File: config.mk
export PLATFORM = sky130hd
export DESIGN_NAME = rx_frame_drainer
export DESIGN_NICKNAME = d
export VERILOG_FILES = /design/src/rtl/rx_frame_drainer_pkg.sv /design/src/rtl/rx_frame_drainer.sv
export SDC_FILE = /design/constraint.sdc
export NUM_CORES = 1
export LEC_CHECK = 0
export CAP_MARGIN = 40
export CORE_AREA = 2 2 102 104
export CTS_CLUSTER_SIZE = 10
export DETAILED_ROUTE_END_ITERATION = 6
export DIE_AREA = 0 0 104 106
export GPL_TIMING_DRIVEN = 0
export PLACE_DENSITY = 0.79
export SLEW_MARGIN = 20
export SYNTH_ARGS = -nofsm -noshare
export SYNTH_HDL_FRONTEND = slang
export SYNTH_SLANG_ARGS = --single-unit
File: constraint.sdc
create_clock -name read_clk -period 2.71 [get_ports read_clk]
set_clock_uncertainty 0.2 [all_clocks]
set_input_delay 0.542 -clock read_clk [delete_from_list [all_inputs] [get_ports read_clk]]
set_output_delay 0.542 -clock read_clk [all_outputs]
set_load 0.01 [all_outputs]
File: src/rtl/rx_frame_drainer_pkg.sv
// Shared definitions for the RX frame drainer: FSM state encoding, abort codes
// and the default frame start marker.
package rx_frame_drainer_pkg;

    typedef enum logic [1:0] {
        ST_HUNT    = 2'd0,
        ST_LEN     = 2'd1,
        ST_PAYLOAD = 2'd2,
        ST_CHECK   = 2'd3
    } drain_state_t;

    localparam logic [1:0] ERR_NONE     = 2'd0;
    localparam logic [1:0] ERR_LEN      = 2'd1;
    localparam logic [1:0] ERR_TIMEOUT  = 2'd2;
    localparam logic [1:0] ERR_CHECKSUM = 2'd3;

    localparam logic [31:0] SYNC_WORD_DEFAULT = 32'hA5A5_5A5A;

    // A length field is usable when it is non-zero and fits the payload limit.
    function automatic logic len_in_range(input logic [7:0] len, input int max_len);
        return (len != 8'd0) && (int'({24'd0, len}) <= max_len);
    endfunction

endpackage

File: src/rtl/rx_frame_drainer.sv
// Drains framed words (sync, length, payload, XOR trailer) from a FIFO read
// port and streams the payload downstream, flagging each frame good or aborted.
//
// state   | meaning
// --------+------------------------------------------------------------
// HUNT    | discard words until SYNC_WORD is read
// LEN     | next word's [7:0] is the payload count; validate it
// PAYLOAD | stream payload words out, XOR-accumulating the checksum
// CHECK   | compare the trailer word with the accumulated checksum
module rx_frame_drainer
    import rx_frame_drainer_pkg::*;
#(
    parameter int                    DATA_WIDTH = 32,
    parameter int                    MAX_LEN    = 16,
    parameter int                    TIMEOUT    = 1024,
    parameter logic [DATA_WIDTH-1:0] SYNC_WORD  = DATA_WIDTH'(SYNC_WORD_DEFAULT)
) (
    input  logic                  read_clk,
    input  logic                  rst,
    output logic                  fifo_rd_en,
    input  logic [DATA_WIDTH-1:0] fifo_data,
    input  logic                  fifo_rd_success,
    input  logic                  fifo_empty,
    output logic [DATA_WIDTH-1:0] out_data,
    output logic                  out_valid,
    input  logic                  out_ready,
    output logic                  out_last,
    output logic                  frame_ok,
    output logic                  frame_err,
    output logic [1:0]            err_code,
    output logic [15:0]           drop_count,
    output logic                  busy
);

    localparam int CNT_W = $clog2(MAX_LEN + 1);
    localparam int TMO_W = $clog2(TIMEOUT + 1);
    localparam logic [TMO_W-1:0] TMO_RELOAD = TMO_W'(TIMEOUT - 1);

    drain_state_t          state;
    drain_state_t          state_nxt;
    logic                  rd_pending;
    logic                  got;
    logic                  backpressure;
    logic                  tmo_running;
    logic                  tmo_expired;
    logic [TMO_W-1:0]      tmo_cnt;
    logic [CNT_W-1:0]      words_left;
    logic [DATA_WIDTH-1:0] csum;
    logic                  abort;
    logic [1:0]            abort_code;
    logic                  frame_pass;
    logic                  rd_allowed;

    // An ack only counts if it answers a read we actually issued; this also
    // discards an ack still in flight when reset is released.
    assign got          = fifo_rd_success & rd_pending;
    assign backpressure = out_valid & ~out_ready;
    assign tmo_running  = (state != ST_HUNT) && !((state == ST_PAYLOAD) && backpressure);
    assign tmo_expired  = tmo_running && !got && (tmo_cnt == '0);

    always_ff @(posedge read_clk) begin
        if (rst) begin
            state <= ST_HUNT;
        end else begin
            state <= state_nxt;
        end
    end

    always_comb begin
        state_nxt  = state;
        abort      = 1'b0;
        abort_code = ERR_NONE;
        frame_pass = 1'b0;
        unique case (state)
            ST_HUNT: begin
                if (got && (fifo_data == SYNC_WORD)) begin
                    state_nxt = ST_LEN;
                end
            end
            ST_LEN: begin
                if (got) begin
                    if (len_in_range(fifo_data[7:0], MAX_LEN)) begin
                        state_nxt = ST_PAYLOAD;
                    end else begin
                        abort      = 1'b1;
                        abort_code = ERR_LEN;
                    end
                end else if (tmo_expired) begin
                    abort      = 1'b1;
                    abort_code = ERR_TIMEOUT;
                end
            end
            ST_PAYLOAD: begin
                if (out_valid && out_ready && out_last) begin
                    state_nxt = ST_CHECK;
                end else if (tmo_expired) begin
                    abort      = 1'b1;
                    abort_code = ERR_TIMEOUT;
                end
            end
            ST_CHECK: begin
                if (got) begin
                    if (fifo_data == csum) begin
                        frame_pass = 1'b1;
                    end else begin
                        abort      = 1'b1;
                        abort_code = ERR_CHECKSUM;
                    end
                    state_nxt = ST_HUNT;
                end else if (tmo_expired) begin
                    abort      = 1'b1;
                    abort_code = ERR_TIMEOUT;
                end
            end
            default: state_nxt = ST_HUNT;
        endcase
        if (abort) begin
            state_nxt = ST_HUNT;
        end
    end

    // Payload reads stop once every word of the frame has been fetched, so
    // the trailer is only read after the final word has been handed off.
    always_comb begin
        busy       = (state != ST_HUNT);
        rd_allowed = 1'b1;
        if (state == ST_PAYLOAD) begin
            rd_allowed = (words_left != '0) && !backpressure;
        end
        fifo_rd_en = !rst && !fifo_empty && !rd_pending && rd_allowed && !abort;
    end

    always_ff @(posedge read_clk) begin
        if (rst) begin
            rd_pending <= 1'b0;
            frame_ok   <= 1'b0;
            frame_err  <= 1'b0;
            err_code   <= ERR_NONE;
            drop_count <= 16'd0;
            tmo_cnt    <= '0;
            words_left <= '0;
            csum       <= '0;
            out_data   <= '0;
            out_valid  <= 1'b0;
            out_last   <= 1'b0;
        end else begin
            rd_pending <= fifo_rd_en;
            frame_ok   <= frame_pass;
            frame_err  <= abort;
            if (abort) begin
                err_code <= abort_code;
            end

            if ((state == ST_HUNT) && got && (fifo_data != SYNC_WORD) && (drop_count != 16'hFFFF)) begin
                drop_count <= drop_count + 16'd1;
            end

            if (got || (state == ST_HUNT)) begin
                tmo_cnt <= TMO_RELOAD;
            end else if (tmo_running && (tmo_cnt != '0)) begin
                tmo_cnt <= tmo_cnt - TMO_W'(1);
            end

            if ((state == ST_LEN) && (state_nxt == ST_PAYLOAD)) begin
                words_left <= CNT_W'(fifo_data[7:0]);
            end else if ((state == ST_PAYLOAD) && got) begin
                words_left <= words_left - CNT_W'(1);
            end

            if (state_nxt == ST_HUNT) begin
                csum <= '0;
            end else if ((state == ST_PAYLOAD) && got) begin
                csum <= csum ^ fifo_data;
            end

            // A word already on the output is never withdrawn, even on abort.
            if (out_valid && out_ready) begin
                out_valid <= 1'b0;
                out_last  <= 1'b0;
            end
            if ((state == ST_PAYLOAD) && got) begin
                out_data  <= fifo_data;
                out_valid <= 1'b1;
                out_last  <= (words_left == CNT_W'(1));
            end
        end
    end

endmodule

After elaboration in Yosys (flattened, before gate mapping)
Cells that the tools add are included.
- register bits after elaboration: 105
- input port bits: 37
- output and inout bits: 56
- word-level logic and storage cells: 102
- add/subtract/negate cells: 3
- order comparisons: 1
- equality and inequality tests: 9
- muxes and demuxes: 30
- bitwise logic cells: 6
- reduce and logical (&&, ||, !) cells: 40
- operators by type and width (operator ; number):
    $eq 32x32->1 ; 1
    $eq 32x32->1 const B ; 1
    $ne 32x32->1 const B ; 1
    $xor 32x32->32 ; 1
    $mux 2 ; 11
    $mux 10 ; 2
    $logic_and 1x1->1 ; 19
    $add 16x1->16 const B ; 1
    $ne 16x16->1 const B ; 1
    $mux 1 ; 12
    $logic_not 11->1 ; 1
    $reduce_bool 11->1 ; 1
    $sub 11x1->11 const B ; 1
    $mux 5 ; 2
    $le 8x5->1 const B ; 1
    $pmux 2 s4 ; 1
    $reduce_bool 2->1 ; 4
    $reduce_bool 8->1 ; 1
    $logic_not 1->1 ; 7
    $eq 2x2->1 const B ; 3
    $pmux 2 s3 ; 1
    $eq 5x1->1 const B ; 1
    $reduce_bool 5->1 ; 1
    $sub 5x1->5 const B ; 1
    8 further kinds ; 13

Longest topological paths before layout
- depth after elaboration: 14
- depth in mapped cells: 8

Worst setup path after synthesis
No wires, ideal clock.
- path type: input to output
- start: in fifo_data[12]
- end: out fifo_rd_en
- arrival: 1.865 ns
- required time: 1.968 ns
- setup slack: 0.103 ns
- cell stages on the path: 6
- path buffers: 1
- cells stage by stage: xnor2_1 -> nand4_1 -> nor4_4 -> a31oi_4 -> buf_6 -> nor3_1
- word-level cells in the longest chain between the ends: 6
- RTL lines (item ; RTL line ; RTL):
    from (decl) ; rx_frame_drainer.sv:21 ; input logic [DATA_WIDTH-1:0] fifo_data,
    $eq 32x32->1 ; rx_frame_drainer.sv:103 ; if (fifo_data == csum) begin
    $mux 1 ; rx_frame_drainer.sv:103 ;
    $mux 1 ; rx_frame_drainer.sv:102 ; if (got) begin
    $pmux 1 s3 ; rx_frame_drainer.sv:74 ; unique case (state)
    $logic_not 1->1 ; rx_frame_drainer.sv:130 ; fifo_rd_en = !rst && !fifo_empty && !rd_pending && rd_allowed && !abort;
    $logic_and 1x1->1 ; rx_frame_drainer.sv:130 ;
    to (decl) ; rx_frame_drainer.sv:20 ; output logic fifo_rd_en,
No other way between the ends.

Worst setup path after layout
- start: in fifo_data[4]
- end: out fifo_rd_en
- word-level cells in the longest chain between the ends: 7
- elaborated cells on any way between the ends: 11
- classes of those cells: order compare (1); eq/ne (1); mux (5); reduce/logical (4)
- RTL lines (item ; RTL line ; RTL):
    $le 8x5->1 or $reduce_bool 8->1 (tied branches) ; rx_frame_drainer_pkg.sv:21 ; return (len != 8'd0) && (int'({24'd0, len}) <= max_len);
    $logic_and 1x1->1 ; rx_frame_drainer_pkg.sv:21 ;
    $mux 1 ; rx_frame_drainer.sv:82 ; if (len_in_range(fifo_data[7:0], MAX_LEN)) begin
    $mux 1 ; rx_frame_drainer.sv:81 ; if (got) begin
    $pmux 1 s3 * ; rx_frame_drainer.sv:74 ;
    $logic_not 1->1 * ; rx_frame_drainer.sv:130 ;
    $logic_and 1x1->1 * ; rx_frame_drainer.sv:130 ;
Every way passes the cells marked *; elsewhere a longest branch is shown, timed or not.

==> results by group <==
Final layout
  • Final Net Count: 717
  • Synth-to-layout area growth: 29.8%
  • Final Core Density: 0.666
  • Diodes inserted: 0
  • Filler cells: 824
  • Share of layout cells above drive strength 1: 0.214
  • Finished Layout Cells: 813

STA
  • Unrepaired setup endpoints after global routing: yes
  • Max Slew Vio Count: 0
  • Post-route clock period utilization: 0.989
  • Final setup vio count: 0
  • Hold WS: 261 ps
  • Least-Margin Pin Slew: 686 ps
  • Achievable frequency: 373 MHz
  • Max_slew headroom: 0.543
  • Final hold violations: 0
  • Minimum clock period: 2680 ps

Synth
  • Yosys warns: 0
  • Largest area contributor in the netlist: dfxtp_1
  • Sequential area share after synthesis: 0.410
  • Seq cells post-synth: 105
  • Synth async-reset ratio: 0
  • Post-Synthesis Cells: 558
  • Synth unique cells: 56
  • Mapped Avg Cell Area: 9.19 um^2
  • Post-synth EDFFs: 0
  • Area fraction of the dominant cell type after synthesis: 0.410
  • Syn nets: 601
  • Ranking of synthesized cells by area: dfxtp_1 (41%), xnor2_1 (7.5%), nor4_2 (7.1%)
  • Main synth FF type: dfxtp_1
  • Count leader, synth: dfxtp_1
  • Synth cell count leaders: dfxtp_1 (105), nand2_1 (86), a21oi_1 (61)
  • Cell area after synthesis: 5130 um^2

GRT
  • Largest net degree at the start of global routing: 17
  • Initial antenna violation count: 0
  • First-pass GRT wire length: 23000 um
  • GR Overflow Total: 0
  • Vias in the first global route: 4646
  • All-Layer GR Usage: 0.261

Detailed routing
  • Via density per instance: 5.73
  • DRC: 0
  • Routed WL: 14400 um
  • Post-route antenna net violation count: 0
  • Drt first pass iters: 5
  • Via Count: 4656
  • Iter 0 DRT Violations: 242
  • Wirelength per Cell: 17.7 um

Place
  • Dpl cells: 785
  • RePlAce Congestion: 0.864
  • Detail Placement HPWL: 10300 um
  • I/O Buffers: 91

Power and ir drop
  • Switching Fraction: 0.242
  • Leakage dissipation: 2.19 nW
  • Comb power frac: 0.073
  • Clock power frac: 0.359
  • Peak VDD IR: 0.302 mV
  • Net Switching: 666 uW
  • Sequential share of power: 0.568
  • Int Pwr: 2.08 mW
  • Power density over cell area: 413 nW/um^2

Setup path
  • Setup crit start kind: input port
  • Critical path type: input port to primary output
  • Nature of the critical path endpoint: primary output
  • Critical Path RT: 1970 ps
  • CP max FO: 5
  • CP arrival: 1940 ps

Clocking
  • Clock transition at path regs: 100 ps
  • Max clock buf depth: 2
  • # H-tree levels: 3
  • CTS tree: yes
  • Hold Buf Count CTS: 0
  • Root Buffer: clkbuf_8
  • Total CTS buffers: 9
  • Clk_lat worst skew: 370 ps
  • Clock sink count: 105

Run status
  • Status: finished, final reports clean

Die
  • Starting density of the core: 0.513
  • Die width: 104 um
  • # IOs: 93
  • Height of the die: 106 um
  • Site row count: 37
  • Die area: 11000 um^2
  • Core ar.: 10000 um^2

Job
  • Max-cap violations: 0

Min path
  • Hold Path Class: flip-flop to flip-flop
## area by class of cell
class	count	area (um^2)	share of cell area
clock inverter	4	53.8	0.00808
inverter	9	33.8	0.00507
multi-input combinational	412	3030	0.455
buffer	30	159	0.0239
tap	136	170	0.0256
timing repair buffer	107	966	0.145
clock buffer	10	138	0.0207
sequential	105	2110	0.317
## per-stage QoR
step / setup TNS (ps) / instance area [um^2] / worst slack (ps) / power [mW]
after global placement: -14000 / 6210 / -1130 / 1.78
after CTS: -29.9 / 6620 / -29.9 / 2.74
final: 0 / 6660 / 29.8 / 2.75
after floorplan: 0 / 5130 / 103 / 1.68
after global routing: -42.8 / 6660 / -42.8 / 2.82
after detailed placement: -15320 / 6210 / -1160 / 1.79
## final timing paths
kind	slack, ps	start	end	cells past startpoint
setup / recovery	30	fifo_data[4]	fifo_rd_en	7
hold / removal	260	out_data[31]	out_data[31]	2
setup reg to reg	460	tmo_cnt[0]	csum[9]	10
hold reg to reg	260	out_data[31]	out_data[31]	2
## logic make-up (layout without fill, tap and decap cells)
group                      Yosys count  in the layout  share of synthesized area
AOI/OAI and AO/OA                   95             95                      0.110
xor gates and xnor gates            78             78                      0.133
adders and majority gates            6              6                     0.0146
buffers and inverters               41            160                     0.0412
DFF                                105            105                      0.410
muxes                                1              1                    0.00293
and+or+nand+nor                    232            232                      0.288
## critical path: stages
cell and delay [ps]:
dlygate4sd2_1 410, xnor2_1 180, nand4_1 140, nor2_2 240, a31oi_4 150, nor3_4 120, buf_2 150
## cells in the final DEF (no fill, tap or decap), types with 16 or more instances in the layout
| cell type | synthesis | layout |
|---|---|---|
| dfxtp_1 | 105 | 99 |
| nand2_1 | 86 | 85 |
| a21oi_1 | 61 | 61 |
| clkdlybuf4s50_1 | 0 | 56 |
| xor2_1 | 34 | 33 |
| xnor2_1 | 44 | 28 |
| nor4_2 | 29 | 27 |
| buf_4 | 4 | 19 |
| buf_2 | 10 | 16 |
| xnor2_2 | 0 | 16 |
## flip-flops by register name, indices dropped and copies added (netlist names), 2 cells and up
signal	cells
csum	32
drop_count	16
err_code	2
out_data	32
state	2
tmo_cnt	11
words_left	5
## metal layers
layer | share of wire | global-route usage | vias to the layer above
met3 | 0.066 | 0.0625 | 26
met2 | 0.50 | 0.441 | 166
met4 | 0.021 | 0.101 | 0
met1 | 0.41 | 0.324 | 2241
li1 | - | - | 2223
met5 | 0 | 0 | -
## power by group through the flow
stage          clock network, mW  registers [mW]  logic, mW
4_1_cts                    0.990            1.56      0.192
6_report                   0.987            1.56      0.200
3_3_place_gp                   0            1.60      0.185
2_1_floorplan                  0            1.60     0.0828
3_5_place_dp                   0            1.60      0.188
5_1_grt                     1.04            1.56      0.212
## timing repair
action | CTS | global route
setup endpoints to repair | 13 | 2
pin swaps | 32 | 15
resized for setup | 102 | 21
buffers inserted | 13 | 3
(Power assumes the default switching activity.)
